File: src/rtl/alu_pkg.sv
// Shared ALU definitions: control codes common with the decode stage and
// the execution FSM state encoding.
// No logic; imported by alu_exec_unit and alu_mul_iter.
package alu_pkg;

  // 4-bit ALU control codes (must match the decode stage).
  localparam logic [3:0] ALU_AND = 4'b0000;
  localparam logic [3:0] ALU_OR  = 4'b0001;
  localparam logic [3:0] ALU_ADD = 4'b0010;
  localparam logic [3:0] ALU_XOR = 4'b0011;
  localparam logic [3:0] ALU_SLL = 4'b0100;
  localparam logic [3:0] ALU_SRL = 4'b0101;
  localparam logic [3:0] ALU_SUB = 4'b0110;
  localparam logic [3:0] ALU_SLT = 4'b0111;
  localparam logic [3:0] ALU_MUL = 4'b1000;

  // Execution FSM states.
  typedef enum logic [1:0] {
    IDLE = 2'd0,
    BUSY = 2'd1,
    DONE = 2'd2
  } state_t;

endpackage

File: src/rtl/alu_mul_iter.sv
// Iterative shift-add multiplier, low WIDTH bits of the unsigned product.
// Latency: loads on i_start, then one multiplier bit per edge for WIDTH edges.
// Backpressure: none; the caller only starts it when it can take the result.
// Ports: clk, rst_n; i_start/i_a/i_b load operands; o_done is high during the
// final iteration cycle, when o_result already holds the completed product.
module alu_mul_iter
  import alu_pkg::*;
#(
  parameter int WIDTH = 32
) (
  input  logic             clk,
  input  logic             rst_n,
  input  logic             i_start,
  input  logic [WIDTH-1:0] i_a,
  input  logic [WIDTH-1:0] i_b,
  output logic             o_done,
  output logic [WIDTH-1:0] o_result
);

  localparam logic [5:0] LAST_ITER = 6'(WIDTH - 1);

  logic             r_busy;
  logic [5:0]       r_cnt;
  logic [WIDTH-1:0] r_mcand;
  logic [WIDTH-1:0] r_mplier;
  logic [WIDTH-1:0] r_acc;
  logic [WIDTH-1:0] w_acc_next;

  assign w_acc_next = r_mplier[0] ? (r_acc + r_mcand) : r_acc;
  // Expose the post-iteration sum so the top can register the product on the
  // same edge that performs the last iteration.
  assign o_result   = w_acc_next;
  assign o_done     = r_busy && (r_cnt == LAST_ITER);

  always_ff @(posedge clk or negedge rst_n) begin
    if (!rst_n) begin
      r_busy   <= 1'b0;
      r_cnt    <= '0;
      r_mcand  <= '0;
      r_mplier <= '0;
      r_acc    <= '0;
    end else if (i_start) begin
      r_busy   <= 1'b1;
      r_cnt    <= '0;
      r_mcand  <= i_a;
      r_mplier <= i_b;
      r_acc    <= '0;
    end else if (r_busy) begin
      r_acc    <= w_acc_next;
      r_mcand  <= r_mcand << 1;
      r_mplier <= r_mplier >> 1;
      r_cnt    <= r_cnt + 6'd1;
      if (o_done) begin
        r_busy <= 1'b0;
        r_cnt  <= '0;
      end
    end
  end

endmodule

File: src/rtl/alu_exec_unit.sv
// ALU execution unit: single-cycle logic/arith/shift ops plus iterative MUL.
// Latency: 1 cycle for single-cycle ops, WIDTH cycles for MUL.
// Backpressure: result held until out_ready; in_ready only when slot frees.
// Ports: in_valid/in_ready/alu_ctrl/op_a/op_b request side;
// out_valid/out_ready/result/zero/err response side; clk, rst_n.
module alu_exec_unit
  import alu_pkg::*;
#(
  parameter int WIDTH = 32
) (
  input  logic             clk,
  input  logic             rst_n,
  input  logic             in_valid,
  output logic             in_ready,
  input  logic [3:0]       alu_ctrl,
  input  logic [WIDTH-1:0] op_a,
  input  logic [WIDTH-1:0] op_b,
  output logic             out_valid,
  input  logic             out_ready,
  output logic [WIDTH-1:0] result,
  output logic             zero,
  output logic             err
);

  localparam int SHW = $clog2(WIDTH);

  state_t           r_state;
  logic             w_accept;
  logic             w_is_mul;
  logic             w_mul_start;
  logic             w_mul_done;
  logic             w_sc_err;
  logic [WIDTH-1:0] w_sc_res;
  logic [WIDTH-1:0] w_mul_res;
  logic [SHW-1:0]   w_shamt;

  // DONE with out_ready frees the output slot in the same cycle, which lets
  // single-cycle ops stream at one per clock.
  assign in_ready    = (r_state == IDLE) || ((r_state == DONE) && out_ready);
  assign w_accept    = in_valid && in_ready;
  assign w_is_mul    = (alu_ctrl == ALU_MUL);
  assign w_mul_start = w_accept && w_is_mul;
  assign w_shamt     = op_b[SHW-1:0];

  always_comb begin
    w_sc_res = '0;
    w_sc_err = 1'b0;
    case (alu_ctrl)
      ALU_AND: w_sc_res = op_a & op_b;
      ALU_OR:  w_sc_res = op_a | op_b;
      ALU_ADD: w_sc_res = op_a + op_b;
      ALU_SUB: w_sc_res = op_a - op_b;
      ALU_XOR: w_sc_res = op_a ^ op_b;
      ALU_SLT: w_sc_res = {{(WIDTH-1){1'b0}}, ($signed(op_a) < $signed(op_b))};
      ALU_SLL: w_sc_res = op_a << w_shamt;
      ALU_SRL: w_sc_res = op_a >> w_shamt;
      default: w_sc_err = 1'b1;
    endcase
  end

  alu_mul_iter #(.WIDTH(WIDTH)) u_mul (
    .clk      (clk),
    .rst_n    (rst_n),
    .i_start  (w_mul_start),
    .i_a      (op_a),
    .i_b      (op_b),
    .o_done   (w_mul_done),
    .o_result (w_mul_res)
  );

  always_ff @(posedge clk or negedge rst_n) begin
    if (!rst_n) begin
      r_state   <= IDLE;
      out_valid <= 1'b0;
      result    <= '0;
      zero      <= 1'b0;
      err       <= 1'b0;
    end else begin
      case (r_state)
        IDLE, DONE: begin
          if (w_accept) begin
            if (w_is_mul) begin
              r_state   <= BUSY;
              out_valid <= 1'b0;
            end else begin
              r_state   <= DONE;
              out_valid <= 1'b1;
              result    <= w_sc_res;
              zero      <= (w_sc_res == '0);
              err       <= w_sc_err;
            end
          end else if ((r_state == DONE) && out_ready) begin
            r_state   <= IDLE;
            out_valid <= 1'b0;
          end
        end
        BUSY: begin
          if (w_mul_done) begin
            r_state   <= DONE;
            out_valid <= 1'b1;
            result    <= w_mul_res;
            zero      <= (w_mul_res == '0);
            err       <= 1'b0;
          end
        end
        default: begin
          r_state   <= IDLE;
          out_valid <= 1'b0;
        end
      endcase
    end
  end

endmodule

File: config.mk
export PLATFORM = sky130hd
export DESIGN_NAME = alu_exec_unit
export DESIGN_NICKNAME = d
export VERILOG_FILES = /design/src/rtl/alu_pkg.sv /design/src/rtl/alu_mul_iter.sv /design/src/rtl/alu_exec_unit.sv
export SDC_FILE = /design/constraint.sdc
export NUM_CORES = 1
export LEC_CHECK = 0
export ABC_AREA = 1
export BUFFER_PORTS_ARGS = -buffer_cell sky130_fd_sc_hd__buf_4
export CORE_MARGIN = 10
export CORE_UTILIZATION = 45
export DETAILED_ROUTE_END_ITERATION = 10
export GPL_TIMING_DRIVEN = 0
export PLACE_DENSITY_LB_ADDON = 0.2
export SLEW_MARGIN = 20
export SYNTH_ARGS = -nofsm -noshare
export SYNTH_HDL_FRONTEND = slang
export SYNTH_SLANG_ARGS = --single-unit
File: constraint.sdc
create_clock -name clk -period 2.71 [get_ports clk]
set_input_delay 0.271 -clock clk [delete_from_list [all_inputs] [get_ports clk]]
set_output_delay 0.271 -clock clk [all_outputs]
set_load 0.1 [all_outputs]
**Word level (Yosys, flattened, before mapping)**

Index checks and enable logic that the tools add are counted.

- Logic and storage cells: 87
- Flip-flop bits (word level): 140
- Output and inout port bits: 36
- Bits of input ports: 72

- Eq/ne operators: 15
- Reductions and logical operators: 15
- Add/sub/neg operators: 4
- Muxes and demuxes: 37
- Shift-type cells: 2
- Order comparisons: 1
- Bitwise logic cells: 3

Operators by type and width:

| kind | count |
|---|---|
| $mux 32 | 10 |
| $pmux 32 s8 | 1 |
| $add 32x32->32 | 2 |
| $logic_not 32->1 | 2 |
| $pmux 32 s2 | 1 |
| $and 32x32->32 | 1 |
| $lt 32x32->1 | 1 |
| $or 32x32->32 | 1 |
| $shl 32x5->32 | 1 |
| $shr 32x5->32 | 1 |
| $sub 32x32->32 | 1 |
| $xor 32x32->32 | 1 |
| $mux 6 | 3 |
| $eq 4x3->1 const B | 4 |
| $mux 1 | 14 |
| $eq 4x2->1 const B | 2 |
| $mux 2 | 4 |
| $reduce_or 8->1 | 1 |
| $add 6x1->6 const B | 1 |
| $eq 6x5->1 const B | 1 |
| $pmux 1 s2 | 3 |
| $eq 4x1->1 const B | 1 |
| $eq 4x4->1 const B | 1 |
| $logic_and 1x1->1 | 4 |
| 13 further kinds | 15 |

**Longest topological paths before layout**

Gate-level depths: netlist of the first run.

- Depth in word-level cells: 6
- Mapped depth: 28
- Depth with buffers taken out: 24

**By module**

Synthesis of the first run repeated with hierarchy kept, for this count alone.

- Cell total of the unflattened synthesis: 3,333
- Area, all modules: 18,908.1 sq um

Modules (own cells, without submodules):

| module | cells each | area an instance (sq um) | instances |
|---|---|---|---|
| alu_exec_unit | 2,289 | 11,698.7 | 1 |
| alu_mul_iter | 1,044 | 7,209.4 | 1 |

**Worst setup path before layout of the first run**

No wires, ideal clock.

- Path kind: register -> register
- Start: register, netlist name out_valid
- End: register u_mul.r_acc[13]
- Clock period less this slack: 3.628 ns
- Required time: 2.569 ns
- Setup slack: -0.918 ns
- Data arrival time: 3.487 ns
- Buffers on the path: 2
- Stages on the path, launching flop included: 11
- Cell sequence: dfrtp_1 -> inv_1 -> nor2_1 -> nor2_1 -> nand2_1 -> nor2_1 -> nor2_1 -> inv_1 -> buf_2 -> buf_1 -> o22ai_1

RTL lines:

| item | line | source |
|---|---|---|
| end signal, assigned | alu_mul_iter.sv:49 | `r_acc <= w_acc_next;` |
| end, declared | alu_mul_iter.sv:26 | `logic [WIDTH-1:0] r_acc;` |

**Worst setup path in the final report of the first run**

- Start: input port op_b[3]
- End: register zero

- Longest elaborated chain between the ends: 6
- Elaborated cells on any way between the ends: 13
- Those cells by class: 2 x add/sub; 1 x order compare; 2 x shift; 4 x mux; 3 x bitwise; 1 x reduce/logical

Ends and longest elaborated chain:

| item | line | source |
|---|---|---|
| start, declared | alu_exec_unit.sv:17 | `input logic [WIDTH-1:0] op_b,` |
| $sub 32x32->32 (tied with other cells) | alu_exec_unit.sv:52 | `ALU_SUB: w_sc_res = op_a - op_b;` |
| $pmux 32 s8 (*) | alu_exec_unit.sv:48 | `case (alu_ctrl)` |
| $logic_not 32->1 (*) | alu_exec_unit.sv:89 | `zero <= (w_sc_res == '0);` |
| $mux 1 (*) | alu_exec_unit.sv:82 | `if (w_is_mul) begin` |
| $mux 1 (*) | alu_exec_unit.sv:81 | `if (w_accept) begin` |
| $pmux 1 s2 (*) | alu_exec_unit.sv:79 | `case (r_state)` |
| end signal, assigned | alu_exec_unit.sv:89 |  |
| end signal, assigned | alu_exec_unit.sv:102 | `zero <= (w_mul_res == '0);` |
| end, declared | alu_exec_unit.sv:21 | `output logic zero,` |

Mark *: on every way between the ends. The rest lies on a longest branch, timed or not. The select of a mux whose other input is x is not followed.
A chain may end at the register's enable or synchronous reset.

==> results of run 1 <==
==> where the power goes <==
part	internal [mW]	leakage, nW	switching, mW
Clock	1.33	0.279	0.974
Sequential	2.82	1.81	0.654
Combinational	2.79	9.32	7.04
==> worst paths after layout <==
path / from / slack [ns] / endpoint
setup / recovery: op_b[3] / -0.04 / zero$_DFFE_PN0P_
hold / removal: out_ready / 0.11 / out_valid$_DFFE_PN0P_
setup reg to reg: u_mul.r_mcand[0]$_DFFE_PN0P_ / -0.04 / zero$_DFFE_PN0P_
hold reg to reg: result[11]$_DFFE_PN0P_ / 0.48 / result[11]$_DFFE_PN0P_
max in group asynchronous: rst_n / 1.53 / out_valid$_DFFE_PN0P_
min in group asynchronous: rst_n / 0.32 / u_mul.r_acc[29]$_DFFE_PN0P_
==> cell usage in the layout (no fill, tap or decap), drive strengths merged, types with 47 or more instances in the layout <==
cell	count
nand2	1015
nand3	530
inv	427
nor2	332
buf	222
ha	141
dfrtp	139
a21oi	116
o21ai	102
clkbuf	81
o221ai	47
==> stage by stage <==
stage,setup TNS (ns),cell area [sq um],power [mW],utilization [%],instances
global placement,-47.14,19700,12.1,49.5,3830
CTS,-0.128,20600,14.7,51.7,3870
finish,-0.0440,21500,15.6,53.9,3902
global route,-0.403,21500,16.4,53.9,3902
floorplan,0,18300,9.28,-,3198
detailed placement,-49.19,19800,12.2,49.5,3831
==> cell usage after synthesis (all sizes together) (9+ instances only) <==
library cell,instances
nand2,1015
nand3,530
inv,439
nor2,332
ha,141
dfrtp,139
a21oi,116
o21ai,102
buf,80
clkbuf,55
o221ai,47
o22ai,45
nor3,32
nand4,28
o211ai,16
o21bai,14
a31oi,12
a22o,10
nand3b,9
==> worst reg2reg max path: stages, from the launching register on <==
cell and delay, ns:
dfrtp_1 0.43, ha_4 0.19, fa_2 0.41, nand3_2 0.09, nand2_2 0.08, nand2_2 0.10, nand2_2 0.09, nand2_1 0.07
nand3_1 0.09, o21ai_2 0.17, nand3_1 0.16, nor2_2 0.20, nand3_1 0.14, nor3_2 0.18, nand3_1 0.10, nand2_1 0.08
nand2_1 0.05, nand2_1 0.08
==> cell type report <==
class	instances	area [sq um]	area share (%)
timing repair buffer	152	1180	5.47
buffer	131	786	3.65
tap	525	657	3.05
multi-input combinational	2482	13100	61.1
clock buffer	21	470	2.19
inverter	442	1720	7.99
clock inverter	10	92.6	0.430
sequential	139	3480	16.2
==> repair_timing <==
item,in CTS,in global routing
setup buffers,9,33
gates cloned,0,1
pin swaps,6,31
hold buffers,1,0
endpoints found under the hold margin,49,0
gates resized for setup,78,183
setup endpoints to repair,59,60
==> routing by layer <==
metal,routed length [um],up-vias
met5,0,-
li1,-,10700
met1,38900,11200
met2,39000,1745
met3,14000,347
met4,6930,0
==> registers in the layout, summed over array words and instances, names as in the netlist <==
register,flops
err,1
out_valid,1
r_state,1
result,32
u_mul.r_acc,32
u_mul.r_busy,1
u_mul.r_cnt,6
u_mul.r_mcand,32
u_mul.r_mplier,32
zero,1
==> cells by family after synthesis <==
kind of cell    after synthesis
mux                           1
xor+xnor                      4
fa+ha+maj                   144
flops                       139
simple gates               1962
compound gates              371
buf+inv                     577
==> flow_metrics.py, run 1 <==
metrics = {
    "place": {
        "gp_congestion": 1.11,
        "hpwlAfterDp_um": 80500,
        "port-buffer-count": 107,
        "detailedPlace.worstSlack_ns": -1.45,
    },
    "yosys": {
        "synth-simple-area-share_pct": 45.6,
        "synth_top_family_by_area": "simple AND/OR/NAND/NOR gates",
        "synth_xor_area_share_pct": 0.192,
        "synth.avg_cell_area_sq_um": 5.71,
        "synth_cell_types": 45,
        "syn-cell-area_sq_mm": 0.0183,
        "synth-adder-area-share_pct": 9.98,
        "syn_inst": 3198,
        "async_flop_share_pct": 100,
        "synth_area_leader_cell": "nand2_1",
        "synth_edf_count": 0,
        "seq_area_frac_synth_pct": 19.0,
        "synth-seq-cells": 139,
        "synth_warnings": 0,
        "synth_nets": 3414,
        "synth_compound_area_share_pct": 12.3,
        "synthMuxAreaShare_pct": 0.0616,
        "synthTopCellsByArea": "nand2_1 21%, dfrtp_1 19%, nand3_1 14%",
        "synth_top_area_share_pct": 20.6,
        "ys.flop_type": "dfrtp_1",
    },
    "status": {
        "status": "finished with violations",
        "violations": "negative setup slack",
    },
    "sta": {
        "fmax_mhz": 363,
        "period_minus_slack_ns": 2.75,
        "whs_ns": 0.113,
        "setup_ws_ns": -0.0440,
        "finalSetupViolCount": 1,
        "clock_skew_ns": 0.0114,
        "tightest_slew_ns": 0.947,
        "finalCritPeriodShare_pct": 102,
        "hold_violations": 0,
        "maxSlewViolCount": 0,
        "rsz0062_at_grt": "yes",
        "relSlewSlack_pct": 36.8,
    },
    "clock_tree": {
        "cts_made_buffers": 17,
        "clkTransAtPathRegs_ns": 0.06,
        "clock_sinks": 139,
        "cts_root_buffer": "clkbuf_16",
        "clock_latency_ns": 0.45,
        "clockBufferDepth": 2,
        "ctsHtreeMaxLevel": 4,
        "cts_tree": "done",
    },
    "global_route": {
        "grt_max_degree": 91,
        "grt_busiest_layer": "met2",
        "grt.total_usage_pct": 37.9,
        "grt_pass1_wl_um": 141000,
        "grt_overflow": 0,
        "grt.met1_usage_pct": 49.7,
        "met2_usage_pct": 53.6,
        "antenna_found_initial": 1,
        "grt_use_met3_pct": 12.4,
        "grt_pass1_vias": 22000,
    },
    "detailed_routing": {
        "via_count": 24000,
        "wire_per_inst_um": 25.3,
        "first_pass_iters": 6,
        "via_per_inst": 6.15,
        "drt_iter0_drc": 3897,
        "drtAntennaViolNets": 0,
        "wl_um": 98800,
        "drc": 0,
    },
    "setup_path": {
        "crit_path_start_kind": "input port",
        "crit_family": "simple AND/OR/NAND/NOR gates",
        "worst-path-max-fanout": 10,
        "cp.depth": 18,
        "cp-end-kind": "register",
        "cp_cell_sequence": "buf_6 -> inv_4 -> buf_4 -> buf_1 -> nand3_1 -> o21ai_1 -> nor2_1 -> nor2_1 -> nand2_1 -> nor2_2 -> nand2_1 -> nor2_1 -> nand2_1 -> nor2_1 -> nand2_1 -> nand2_1 -> nand2_1 -> nand2_1",
        "cp.arrival_ns": 3.13,
        "max_stage_delay_ns": 0.63,
        "cp_common_cell": "nand2_1",
        "r2r_cells": 17,
        "crit_buf_inv": 4,
        "worst-setup-path-type": "input port to register",
        "cp_slowest_cell": "buf_1",
        "cp.required_ns": 3.09,
    },
    "floorplanning": {
        "rows": 73,
        "core_sq_mm": 0.0399,
        "dieWidth_um": 222,
        "die_h_um": 222,
        "io_pins": 108,
        "dieArea_sq_mm": 0.0491,
        "start_util_pct": 45.8,
    },
    "power": {
        "power.density_mw_per_mm2": 726,
        "power_leakage_nw": 11.4,
        "peakVddDrop_uv": 1020,
    },
    "finish": {
        "nFillCells": 4234,
        "layout-drive-gt1-share_pct": 14.4,
        "finalNetCount": 3581,
        "antenna_cells": 0,
        "areaGrowthSynthToFinish_pct": 17.8,
    },
    "job": {
        "maxCapViolations": 0,
    },
    "hold_path": {
        "hold-path-cell-count": 4,
        "hold_path.class": "input port to register",
    },
}
No activity file was read; power rests on OpenSTA's default activity.
==> inputs of run 2 (changes only) <==
--- a/config.mk
+++ b/config.mk
@@ -9,9 +9,11 @@
 export BUFFER_PORTS_ARGS = -buffer_cell sky130_fd_sc_hd__buf_4
 export CORE_MARGIN = 10
 export CORE_UTILIZATION = 45
+export CTS_BUF_LIST = sky130_fd_sc_hd__clkbuf_16
 export DETAILED_ROUTE_END_ITERATION = 10
 export GPL_TIMING_DRIVEN = 0
 export PLACE_DENSITY_LB_ADDON = 0.2
+export RECOVER_POWER = 100
 export SLEW_MARGIN = 20
 export SYNTH_ARGS = -nofsm -noshare
 export SYNTH_HDL_FRONTEND = slang
==> run 2 against run 1 <==
Net effect: the flow still finishes with violations (negative setup slack); utilization down 0.37 points; register-to-register slack about the same; design area down 0.69%; maximum frequency down 0.46%; first-iteration DRC count down 5.4%; count of clock-buffer cells in the layout down 4; clock skew down 0.00087 ns; die area unchanged; hold slack better by 0.0028 ns; wire length up 0.22%; critical endpoint unchanged; largest power group unchanged.
==> flow_metrics.py, run 2 (same netlist as run 1, synthesis figures left out) <==
metrics = {
    "sta": {
        "period_minus_slack_ns": 2.77,
        "clock_skew_ns": 0.0106,
        "rsz0062_at_grt": "yes",
        "maxSlewViolCount": 0,
        "fmax_mhz": 361,
        "relSlewSlack_pct": 11.9,
        "tightest_slew_ns": 1.32,
        "finalCritPeriodShare_pct": 102,
        "finalSetupViolCount": 1,
        "hold_violations": 0,
        "setup_ws_ns": -0.0567,
    },
    "setup_path": {
        "crit_path_start_kind": "register",
        "cp.required_ns": 3.09,
        "worst-path-max-fanout": 3,
        "worst-setup-path-type": "register to register",
        "cp.arrival_ns": 3.14,
        "r2r_setup_slack_ns": -0.06,
        "r2r_end": "zero$_DFFE_PN0P_",
        "r2r_cells": 17,
        "cp-end-kind": "register",
        "reg2reg_from": "u_mul.r_mcand[0]$_DFFE_PN0P_",
    },
    "job": {
        "maxCapViolations": 0,
    },
    "clock_tree": {
        "clockBufferDepth": 2,
        "cts_root_buffer": "clkbuf_16",
        "ctsHtreeMaxLevel": 4,
        "clock_sinks": 139,
        "clkTransAtPathRegs_ns": 0.06,
        "cts_made_buffers": 17,
        "clock_latency_ns": 0.45,
        "cts_tree": "done",
    },
    "place": {
        "gp_congestion": 1.11,
        "port-buffer-count": 107,
        "place_area_sq_mm": 0.0198,
        "hpwlAfterDp_um": 80500,
    },
    "detailed_routing": {
        "via_per_inst": 6.15,
        "wire_per_inst_um": 25.4,
        "first_pass_iters": 7,
        "drtAntennaViolNets": 0,
        "wl_um": 99000,
        "drt_iter0_drc": 3687,
        "drc": 0,
        "via_count": 24000,
    },
    "power": {
        "power.density_mw_per_mm2": 721,
        "power_leakage_nw": 11.3,
        "peakVddDrop_uv": 1020,
    },
    "finish": {
        "design_area_sq_mm": 0.0214,
        "layout-drive-gt1-share_pct": 13.3,
        "most-common-layout-cells": "952 x nand2_1, 511 x nand3_1, 405 x inv_1, 272 x nor2_1, 138 x dfrtp_1",
        "finish.utilization_pct": 53.5,
        "layout_commonest_cell": "nand2_1",
        "areaGrowthSynthToFinish_pct": 17.0,
        "nFillCells": 4279,
        "finalNetCount": 3581,
    },
    "global_route": {
        "grt.met1_usage_pct": 49.6,
        "grt_overflow": 0,
        "antenna_found_initial": 1,
        "grt_pass1_wl_um": 141000,
        "grt.total_usage_pct": 38.0,
        "grt_pass1_vias": 22000,
        "met2_usage_pct": 53.3,
        "grt_max_degree": 91,
        "grt_busiest_layer": "met2",
        "grt_use_met3_pct": 12.7,
    },
    "floorplanning": {
        "io_pins": 108,
        "dieWidth_um": 222,
        "die_h_um": 222,
        "rows": 73,
        "core_sq_mm": 0.0399,
        "dieArea_sq_mm": 0.0491,
        "start_util_pct": 45.8,
    },
    "hold_path": {
        "hold_end": "out_valid$_DFFE_PN0P_",
        "hold-path-cell-count": 4,
        "hold_path.class": "input port to register",
        "min_from": "out_ready",
    },
    "status": {
        "status": "finished with violations",
        "violations": "negative setup slack",
    },
}
[run 2: worst max-delay path, cell delays in order (launching register included)]
cell and delay [ns]:
dfrtp_1 0.42, ha_4 0.19, fa_2 0.41, nand3_2 0.11
nand2_2 0.08, nand2_2 0.10, nand2_2 0.08, nand2_1 0.07
nand3_1 0.09, o21ai_2 0.17, nand3_1 0.16, nor2_2 0.21
nand3_1 0.14, nor3_2 0.18, nand3_1 0.10, nand2_1 0.08
nand2_1 0.05, nand2_1 0.07
[run 2: metal layers]
layer | vias up | wire, um
li1 | 10700 | -
met1 | 11200 | 38800
met2 | 1741 | 39100
met3 | 351 | 14100
met4 | 2 | 6890
met5 | - | 71
[run 2: final cells by class]
class | instances | area [sq um] | area share (%)
diodes | 1 | 2.50 | 0.0117
plain buffers | 132 | 797 | 3.73
clock buffers | 17 | 425 | 1.99
clock inverters | 14 | 108 | 0.504
inverters | 442 | 1720 | 8.03
multi-input cells | 2482 | 13200 | 61.6
flip-flops and latches | 139 | 3480 | 16.3
well taps | 525 | 657 | 3.07
repair buffers | 151 | 1010 | 4.75
[run 2: report_power, final]
part           switching (mW)  leakage (nW)  internal (mW)
clock                   0.965         0.266           1.24
combinational            7.05          9.18           2.68
sequential              0.656          1.81           2.82
[run 2: through the flow]
stage | TNS [ns] | power [mW] | hold slack [ns] | setup slack, ns | std cells
finish | -0.0567 | 15.4 | 0.116 | -0.0567 | 3903
global placement | -47.14 | 12.1 | 0.468 | -1.54 | 3830
floorplan | 0 | 9.28 | -0.0246 | 0.0508 | 3198
global route | -0.356 | 16.2 | 0.136 | -0.171 | 3902
detailed placement | -49.19 | 12.2 | 0.207 | -1.45 | 3831
CTS | -0.128 | 14.6 | 0.117 | -0.128 | 3870
[run 2: how the worst max path moves through the flow]
| stage | startpoint | to | slack (ns) | cells after the start |
|---|---|---|---|---|
| 3_3_place_gp | op_b[3] | zero$_DFFE_PN0P_ | -1.54 | 26 |
| 3_5_place_dp | op_b[3] | zero$_DFFE_PN0P_ | -1.45 | 26 |
| 2_1_floorplan | op_b[3] | zero$_DFFE_PN0P_ | 0.05 | 25 |
| 5_1_grt | u_mul.r_mcand[0]$_DFFE_PN0P_ | zero$_DFFE_PN0P_ | -0.17 | 20 |
| 4_1_cts | u_mul.r_mcand[0]$_DFFE_PN0P_ | zero$_DFFE_PN0P_ | -0.13 | 19 |
| 6_report | u_mul.r_mcand[0]$_DFFE_PN0P_ | zero$_DFFE_PN0P_ | -0.06 | 17 |
[run 2: what timing repair did]
item	CTS	global route
hold endpoints to repair	49	0
buffers inserted	9	32
gates cloned	0	1
pin swaps	6	29
endpoints found under the setup margin	59	63
hold buffers	1	0
gates resized for setup	79	195
